===== config.mk =====
export PLATFORM = sky130hd
export DESIGN_NAME = res_stream_sequencer
export DESIGN_NICKNAME = d
export VERILOG_FILES = /design/src/rtl/res_stream_pkg.sv /design/src/rtl/res_next_filter.sv /design/src/rtl/res_stream_sequencer.sv
export SDC_FILE = /design/constraint.sdc
export NUM_CORES = 1
export LEC_CHECK = 0
export CAP_MARGIN = 20
export CELL_PAD_IN_SITES_DETAIL_PLACEMENT = 1
export CELL_PAD_IN_SITES_GLOBAL_PLACEMENT = 1
export CORE_UTILIZATION = 36
export CTS_BUF_LIST = sky130_fd_sc_hd__clkbuf_8
export CTS_CLUSTER_DIAMETER = 30
export DETAILED_ROUTE_END_ITERATION = 16
export GPL_TIMING_DRIVEN = 0
export PLACE_DENSITY_LB_ADDON = 0.12
export SLEW_MARGIN = 30
export SYNTH_ARGS = -nofsm -noshare
export SYNTH_HDL_FRONTEND = slang
export SYNTH_HIERARCHICAL = 1
export SYNTH_SLANG_ARGS = --single-unit

===== constraint.sdc =====
create_clock -name clk_i -period 2.09 [get_ports clk_i]
set_clock_uncertainty 0.15 [all_clocks]
set_input_delay 0.3135 -clock clk_i [delete_from_list [all_inputs] [get_ports clk_i]]
set_output_delay 0.3135 -clock clk_i [all_outputs]
set_load 0.02 [all_outputs]

===== src/rtl/res_stream_pkg.sv =====
// Shared constants, state encoding and read-address payload for the result stream sequencer.
package res_stream_pkg;

   localparam int unsigned BIT_WIDTH     = 16;
   localparam int unsigned NR_FILTERS    = 8;
   localparam int unsigned FILT_CNT_BITS = 3;
   localparam int unsigned NR_DATASET    = 512;
   localparam int unsigned DSET_CNT_BITS = 9;
   // One extra bit so a pointer past the last filter means "none left"
   localparam int unsigned PTR_BITS      = FILT_CNT_BITS + 1;
   localparam int unsigned LAT_CNT_BITS  = 2;

   typedef enum logic [6:0] {
      ST_IDLE = 7'b0000001,
      ST_SEEK = 7'b0000010,
      ST_READ = 7'b0000100,
      ST_WAIT = 7'b0001000,
      ST_SEND = 7'b0010000,
      ST_ACK  = 7'b0100000,
      ST_FIN  = 7'b1000000
   } state_e;

   typedef struct packed {
      logic [FILT_CNT_BITS-1:0] depth;
      logic [DSET_CNT_BITS-1:0] width;
   } res_addr_t;

endpackage


===== src/rtl/res_next_filter.sv =====
// Finds the lowest set mask bit at or above the pointer in a single cycle.
module res_next_filter
   import res_stream_pkg::*;
(
   input  logic [NR_FILTERS-1:0]    mask_i,
   input  logic [PTR_BITS-1:0]      ptr_i,
   output logic [FILT_CNT_BITS-1:0] idx_c_o,
   output logic                     found_c_o
);

   // Scan downwards so the last hit written is the lowest qualifying index
   always_comb begin
      idx_c_o   = '0;
      found_c_o = 1'b0;
      for (int i = NR_FILTERS - 1; i >= 0; i--) begin
         if (mask_i[i] && (PTR_BITS'(i) >= ptr_i)) begin
            idx_c_o   = FILT_CNT_BITS'(i);
            found_c_o = 1'b1;
         end
      end
   end

endmodule


===== src/rtl/res_stream_sequencer.sv =====
// Streams mask-selected filters from the Result RAM to the UART TX controller, then pulses done.
// Optional trailing checksum word when RES_STREAM_CHECKSUM_EN is defined.
module res_stream_sequencer
   import res_stream_pkg::*;
#(
   parameter int unsigned RAM_RD_LATENCY = 1
) (
   input  logic                     clk_i,
   input  logic                     rst_i,
   input  logic                     start_i,
   input  logic [NR_FILTERS-1:0]    filter_mask_i,
   output logic                     res_read_en_o,
   output logic [FILT_CNT_BITS-1:0] res_read_address_depth_o,
   output logic [DSET_CNT_BITS-1:0] res_read_address_width_o,
   input  logic [BIT_WIDTH-1:0]     res_data_out_i,
   input  logic                     tx_idle_i,
   output logic                     tx_start_o,
   output logic [BIT_WIDTH-1:0]     tx_data_o,
   output logic                     busy_o,
   output logic                     done_o
);

   state_e                   state_q, state_d;
   logic [NR_FILTERS-1:0]    mask_q, mask_d;
   logic [PTR_BITS-1:0]      ptr_q, ptr_d;
   res_addr_t                addr_q, addr_d;
   logic [LAT_CNT_BITS-1:0]  lat_q, lat_d;
   logic [BIT_WIDTH-1:0]     word_q, word_d;
   logic [BIT_WIDTH-1:0]     tx_data_q, tx_data_d;
   logic                     rd_en_q, rd_en_d;
   logic                     tx_start_q, tx_start_d;
   logic                     busy_q, busy_d;
   logic                     done_q, done_d;
`ifdef RES_STREAM_CHECKSUM_EN
   logic [BIT_WIDTH-1:0]     acc_q, acc_d;
   logic                     csum_q, csum_d;
   logic                     any_q, any_d;
`endif

   logic [FILT_CNT_BITS-1:0] next_idx_c;
   logic                     next_found_c;

   res_next_filter u_next_filter (
      .mask_i    (mask_q),
      .ptr_i     (ptr_q),
      .idx_c_o   (next_idx_c),
      .found_c_o (next_found_c)
   );

   // word_q stages the fetched word so tx_data only changes together with tx_start
   always_comb begin
      state_d    = state_q;
      mask_d     = mask_q;
      ptr_d      = ptr_q;
      addr_d     = addr_q;
      lat_d      = lat_q;
      word_d     = word_q;
      tx_data_d  = tx_data_q;
      rd_en_d    = 1'b0;
      tx_start_d = 1'b0;
      done_d     = 1'b0;
      busy_d     = busy_q;
`ifdef RES_STREAM_CHECKSUM_EN
      acc_d      = acc_q;
      csum_d     = csum_q;
      any_d      = any_q;
`endif
      unique case (state_q)
         ST_IDLE: begin
            if (start_i) begin
               mask_d  = filter_mask_i;
               ptr_d   = '0;
               busy_d  = 1'b1;
               state_d = ST_SEEK;
`ifdef RES_STREAM_CHECKSUM_EN
               acc_d   = '0;
               csum_d  = 1'b0;
               any_d   = 1'b0;
`endif
            end
         end
         ST_SEEK: begin
            if (next_found_c) begin
               addr_d.depth = next_idx_c;
               addr_d.width = '0;
               rd_en_d      = 1'b1;
               state_d      = ST_READ;
            end
`ifdef RES_STREAM_CHECKSUM_EN
            else if (any_q && !csum_q) begin
               word_d  = acc_q;
               csum_d  = 1'b1;
               state_d = ST_SEND;
            end
`endif
            else begin
               done_d  = 1'b1;
               busy_d  = 1'b0;
               state_d = ST_FIN;
            end
         end
         ST_READ: begin
            lat_d   = '0;
            state_d = ST_WAIT;
         end
         ST_WAIT: begin
            if (lat_q == LAT_CNT_BITS'(RAM_RD_LATENCY - 1)) begin
               word_d  = res_data_out_i;
               state_d = ST_SEND;
`ifdef RES_STREAM_CHECKSUM_EN
               acc_d   = acc_q + res_data_out_i;
               any_d   = 1'b1;
`endif
            end else begin
               lat_d = lat_q + LAT_CNT_BITS'(1);
            end
         end
         ST_SEND: begin
            if (tx_idle_i) begin
               tx_data_d  = word_q;
               tx_start_d = 1'b1;
               state_d    = ST_ACK;
            end
         end
         ST_ACK: begin
            if (!tx_idle_i) begin
`ifdef RES_STREAM_CHECKSUM_EN
               if (csum_q) begin
                  done_d  = 1'b1;
                  busy_d  = 1'b0;
                  state_d = ST_FIN;
               end else
`endif
               if (addr_q.width < DSET_CNT_BITS'(NR_DATASET - 1)) begin
                  addr_d.width = addr_q.width + DSET_CNT_BITS'(1);
                  rd_en_d      = 1'b1;
                  state_d      = ST_READ;
               end else begin
                  mask_d[addr_q.depth] = 1'b0;
                  ptr_d   = PTR_BITS'(addr_q.depth) + PTR_BITS'(1);
                  state_d = ST_SEEK;
               end
            end
         end
         ST_FIN: begin
            state_d = ST_IDLE;
         end
         default: begin
            state_d = ST_IDLE;
         end
      endcase
   end

   always_ff @(posedge clk_i) begin
      if (rst_i) begin
         state_q    <= ST_IDLE;
         mask_q     <= '0;
         ptr_q      <= '0;
         addr_q     <= '0;
         lat_q      <= '0;
         word_q     <= '0;
         tx_data_q  <= '0;
         rd_en_q    <= 1'b0;
         tx_start_q <= 1'b0;
         busy_q     <= 1'b0;
         done_q     <= 1'b0;
`ifdef RES_STREAM_CHECKSUM_EN
         acc_q      <= '0;
         csum_q     <= 1'b0;
         any_q      <= 1'b0;
`endif
      end else begin
         state_q    <= state_d;
         mask_q     <= mask_d;
         ptr_q      <= ptr_d;
         addr_q     <= addr_d;
         lat_q      <= lat_d;
         word_q     <= word_d;
         tx_data_q  <= tx_data_d;
         rd_en_q    <= rd_en_d;
         tx_start_q <= tx_start_d;
         busy_q     <= busy_d;
         done_q     <= done_d;
`ifdef RES_STREAM_CHECKSUM_EN
         acc_q      <= acc_d;
         csum_q     <= csum_d;
         any_q      <= any_d;
`endif
      end
   end

   assign res_read_en_o            = rd_en_q;
   assign res_read_address_depth_o = addr_q.depth;
   assign res_read_address_width_o = addr_q.width;
   assign tx_start_o               = tx_start_q;
   assign tx_data_o                = tx_data_q;
   assign busy_o                   = busy_q;
   assign done_o                   = done_q;

endmodule


==> impl_metrics.json <==
{
  "io_buffers": 57,
  "violations": "negative setup slack",
  "syn_nets": 437,
  "drv_cap": 0,
  "critical_path.endpoint_type": "flip-flop",
  "grt_max_degree": 15,
  "clkSinkCount": 69,
  "synth_seq_cells": 69,
  "min_period_ns": 2.10,
  "layout_commonest_cell": "nand2_1",
  "vias": 3265,
  "insertion_delay_ns": 0.36,
  "drive_gt1_frac": 0.182,
  "cp_top_family": "simple AND/OR/NAND/NOR gates",
  "clk_pin_slew_ns": 0.09,
  "crit_arrival_ns": 2.24,
  "slew_headroom": 0.595,
  "required_ns": 2.23,
  "yosys-top-cells-area": "dfxtp_1 (42%), nand2_1 (8.8%), a21oi_1 (7.3%)",
  "cts.path.max_buffers": 2,
  "die_w_um": 97.4,
  "drtAntennaViolNets": 0,
  "tightest_slew_ns": 0.608,
  "postSynthCellCount": 406,
  "grt_pass1_wl_mm": 15.6,
  "overflow": 0,
  "first_iter_violations": 97,
  "syn_avg_cell_area_um2": 8.07,
  "setup_viol": 1,
  "clockRootBuffer": "clkbuf_8",
  "holdBufCountCts": 0,
  "ioPinCount": 60,
  "synth-edff-count": 0,
  "cts_tree": "built",
  "ys_seq_area_frac": 0.422,
  "slew_violations": 0,
  "vdd_drop_max_mv": 0.525,
  "drt-vias-per-instance": 5.36,
  "final_area_um2": 4510,
  "fin_crit_sh": 1.00,
  "path_max_fanout": 8,
  "initial_core_util": 0.374,
  "place_area_um2": 4000,
  "nNetsFinal": 527,
  "drc": 0,
  "grt_pass1_vias": 3198,
  "rows": 34,
  "dominantRegCellSynth": "dfxtp_1",
  "synth_area_um2": 3280,
  "cp_slowest_stage_delay_ns": 0.41,
  "gp_congestion": 0.825,
  "n_fill_cell": 1030,
  "reg2reg_slack_ns": -0.007,
  "num_antenna_cells": 0,
  "dp_hpwl_mm": 6.85,
  "p_leak_nw": 1.60,
  "dr.pass1.iters": 4,
  "netlist.area_leader.share": 0.422,
  "die_h_um": 97.4,
  "ys_warn_count": 6,
  "clock.fmax_mhz": 477,
  "critPathBufInv": 2,
  "synthToLayoutAreaGrowth_pct": 37.7,
  "fin_ws_ns": -0.00676,
  "rsz0062_at_grt": "yes",
  "final_cell_mix": "nand2_1 (76), dfxtp_1 (64), clkdlybuf4s50_1 (57), a21oi_1 (45), nor2_1 (34)",
  "wl_mm": 10.1,
  "whs_ns": 0.309,
  "grt_usage": 0.207,
  "fp.coreArea_um2": 8760,
  "cp_slowest_cell": "dfxtp_1",
  "critPathLaunchType": "flip-flop",
  "path_cells": "or3_4 -> nor4_4 -> and3_4 -> buf_6 -> clkbuf_16 -> nand2_1 -> a21oi_2",
  "ys_types": 63,
  "wl_per_cell_um": 16.5,
  "cts_made_buffers": 9,
  "htreeDepth": 3,
  "die_area_um2": 9490,
  "grt_antenna_before_repair": 0,
  "yosysTopAreaCell": "dfxtp_1",
  "finalHoldViolCount": 0,
  "crit_type": "flip-flop to flip-flop",
  "status": "finished, violations left",
  "powerDensity_nw_per_um2": 853,
  "hold_path.class": "flip-flop to flip-flop",
  "ys_async_sr_fraction": 0
}
per-stage QoR:
stage | worst slack, ns | instances | setup TNS (ns) | utilization | power, mW
final | -0.00676 | 609 | -0.00676 | 0.515 | 3.85
after floorplan | 0.0643 | 406 | 0 | - | 2.24
after detailed placement | -0.273 | 571 | -2.97 | 0.456 | 2.53
after global placement | -0.203 | 571 | -2.32 | 0.456 | 2.51
after CTS | -0.00704 | 591 | -0.00704 | 0.488 | 3.76
after global routing | -0.0937 | 609 | -0.931 | 0.515 | 4.03
sequential cells by signal (all words and copies together) (netlist names):
register / cells
res_read_address_width_o: 9
res_read_en_o: 1
mask_q: 8
busy_o: 1
tx_data_o: 16
tx_start_o: 1
state_q: 7
ptr_q: 4
res_read_address_depth_o: 3
lat_q: 2
done_o: 1
word_q: 16
report_power, final:
part	internal [mW]	switching [mW]	leakage, nW	total [mW]
combinational	0.575	0.654	0.939	1.23
sequential	1.39	0.0766	0.560	1.47
clock	0.569	0.584	0.0984	1.15
layout make-up:
class                      count  area [um2]  area share
buffer                        29         200      0.0444
clock buffer                   9         124      0.0274
clock inverter                 7        82.6      0.0183
inverter                      10        37.5     0.00832
multi-input combinational    296        1780       0.394
sequential                    69        1390       0.308
tap                          108         135      0.0299
timing repair buffer          81         766       0.170
routing by layer:
layer,wire length [um],GRT usage,vias to the layer above
li1,-,-,1600
met1,4830,0.276,1590
met2,4730,0.335,61
met3,347,0.0439,14
met4,154,0.0588,0
met5,0,0,-
tightest hold or removal path: stages, from the launching register on:
cell	delay, ns
dfxtp_1	0.32
nand2_1	0.05
a21oi_1	0.05
cells in the mapped netlist, types with 2 or more instances:
| cell | number |
|---|---|
| nand2_1 | 77 |
| nor2b_1 | 2 |
| or4_1 | 2 |
| nand2b_1 | 7 |
| nor3_1 | 9 |
| nor4_1 | 4 |
| buf_4 | 2 |
| dfxtp_1 | 69 |
| a22oi_1 | 2 |
| nand3b_1 | 2 |
| o21ai_1 | 2 |
| ha_1 | 3 |
| nor3_2 | 2 |
| and2_1 | 3 |
| clkbuf_2 | 2 |
| mux2i_1 | 6 |
| nand4b_1 | 2 |
| o21ai_0 | 16 |
| nand4_1 | 2 |
| a31oi_1 | 3 |
| and3_1 | 6 |
| inv_1 | 10 |
| clkbuf_1 | 13 |
| o22ai_1 | 2 |
| buf_2 | 8 |
| buf_6 | 7 |
| a211oi_1 | 10 |
| nor2_1 | 34 |
| a21oi_1 | 48 |
| o311ai_1 | 3 |
| o31ai_1 | 4 |
| xor2_1 | 2 |
| nand3_1 | 12 |
kinds of logic (layout without fill, tap and decap cells):
logic type	Yosys count	count (layout)	share of synthesized area
multiplexers	7	7	0.0218
XOR/XNOR	3	3	0.00802
flip-flops	69	69	0.422
buffers and inverters	42	136	0.0703
AND/OR/NAND/NOR	175	175	0.263
AO/OA/AOI/OAI	107	108	0.204
adder cells (fa/ha/maj)	3	3	0.0115
path summary, 6_finish.rpt:
check                  start            to  cells after the start
setup / recovery  state_q[5]     word_q[8]                      7
hold / removal     word_q[4]  tx_data_o[4]                      2
setup reg to reg  state_q[5]     word_q[8]                      7
hold reg to reg    word_q[4]  tx_data_o[4]                      2
timing repair:
item | in CTS | in global routing
pin swaps | 10 | 12
setup buffers | 5 | 17
gates resized for setup | 11 | 31
setup endpoints to repair | 23 | 42
cloned | 0 | 3
Power figures use the tool's default switching activity.
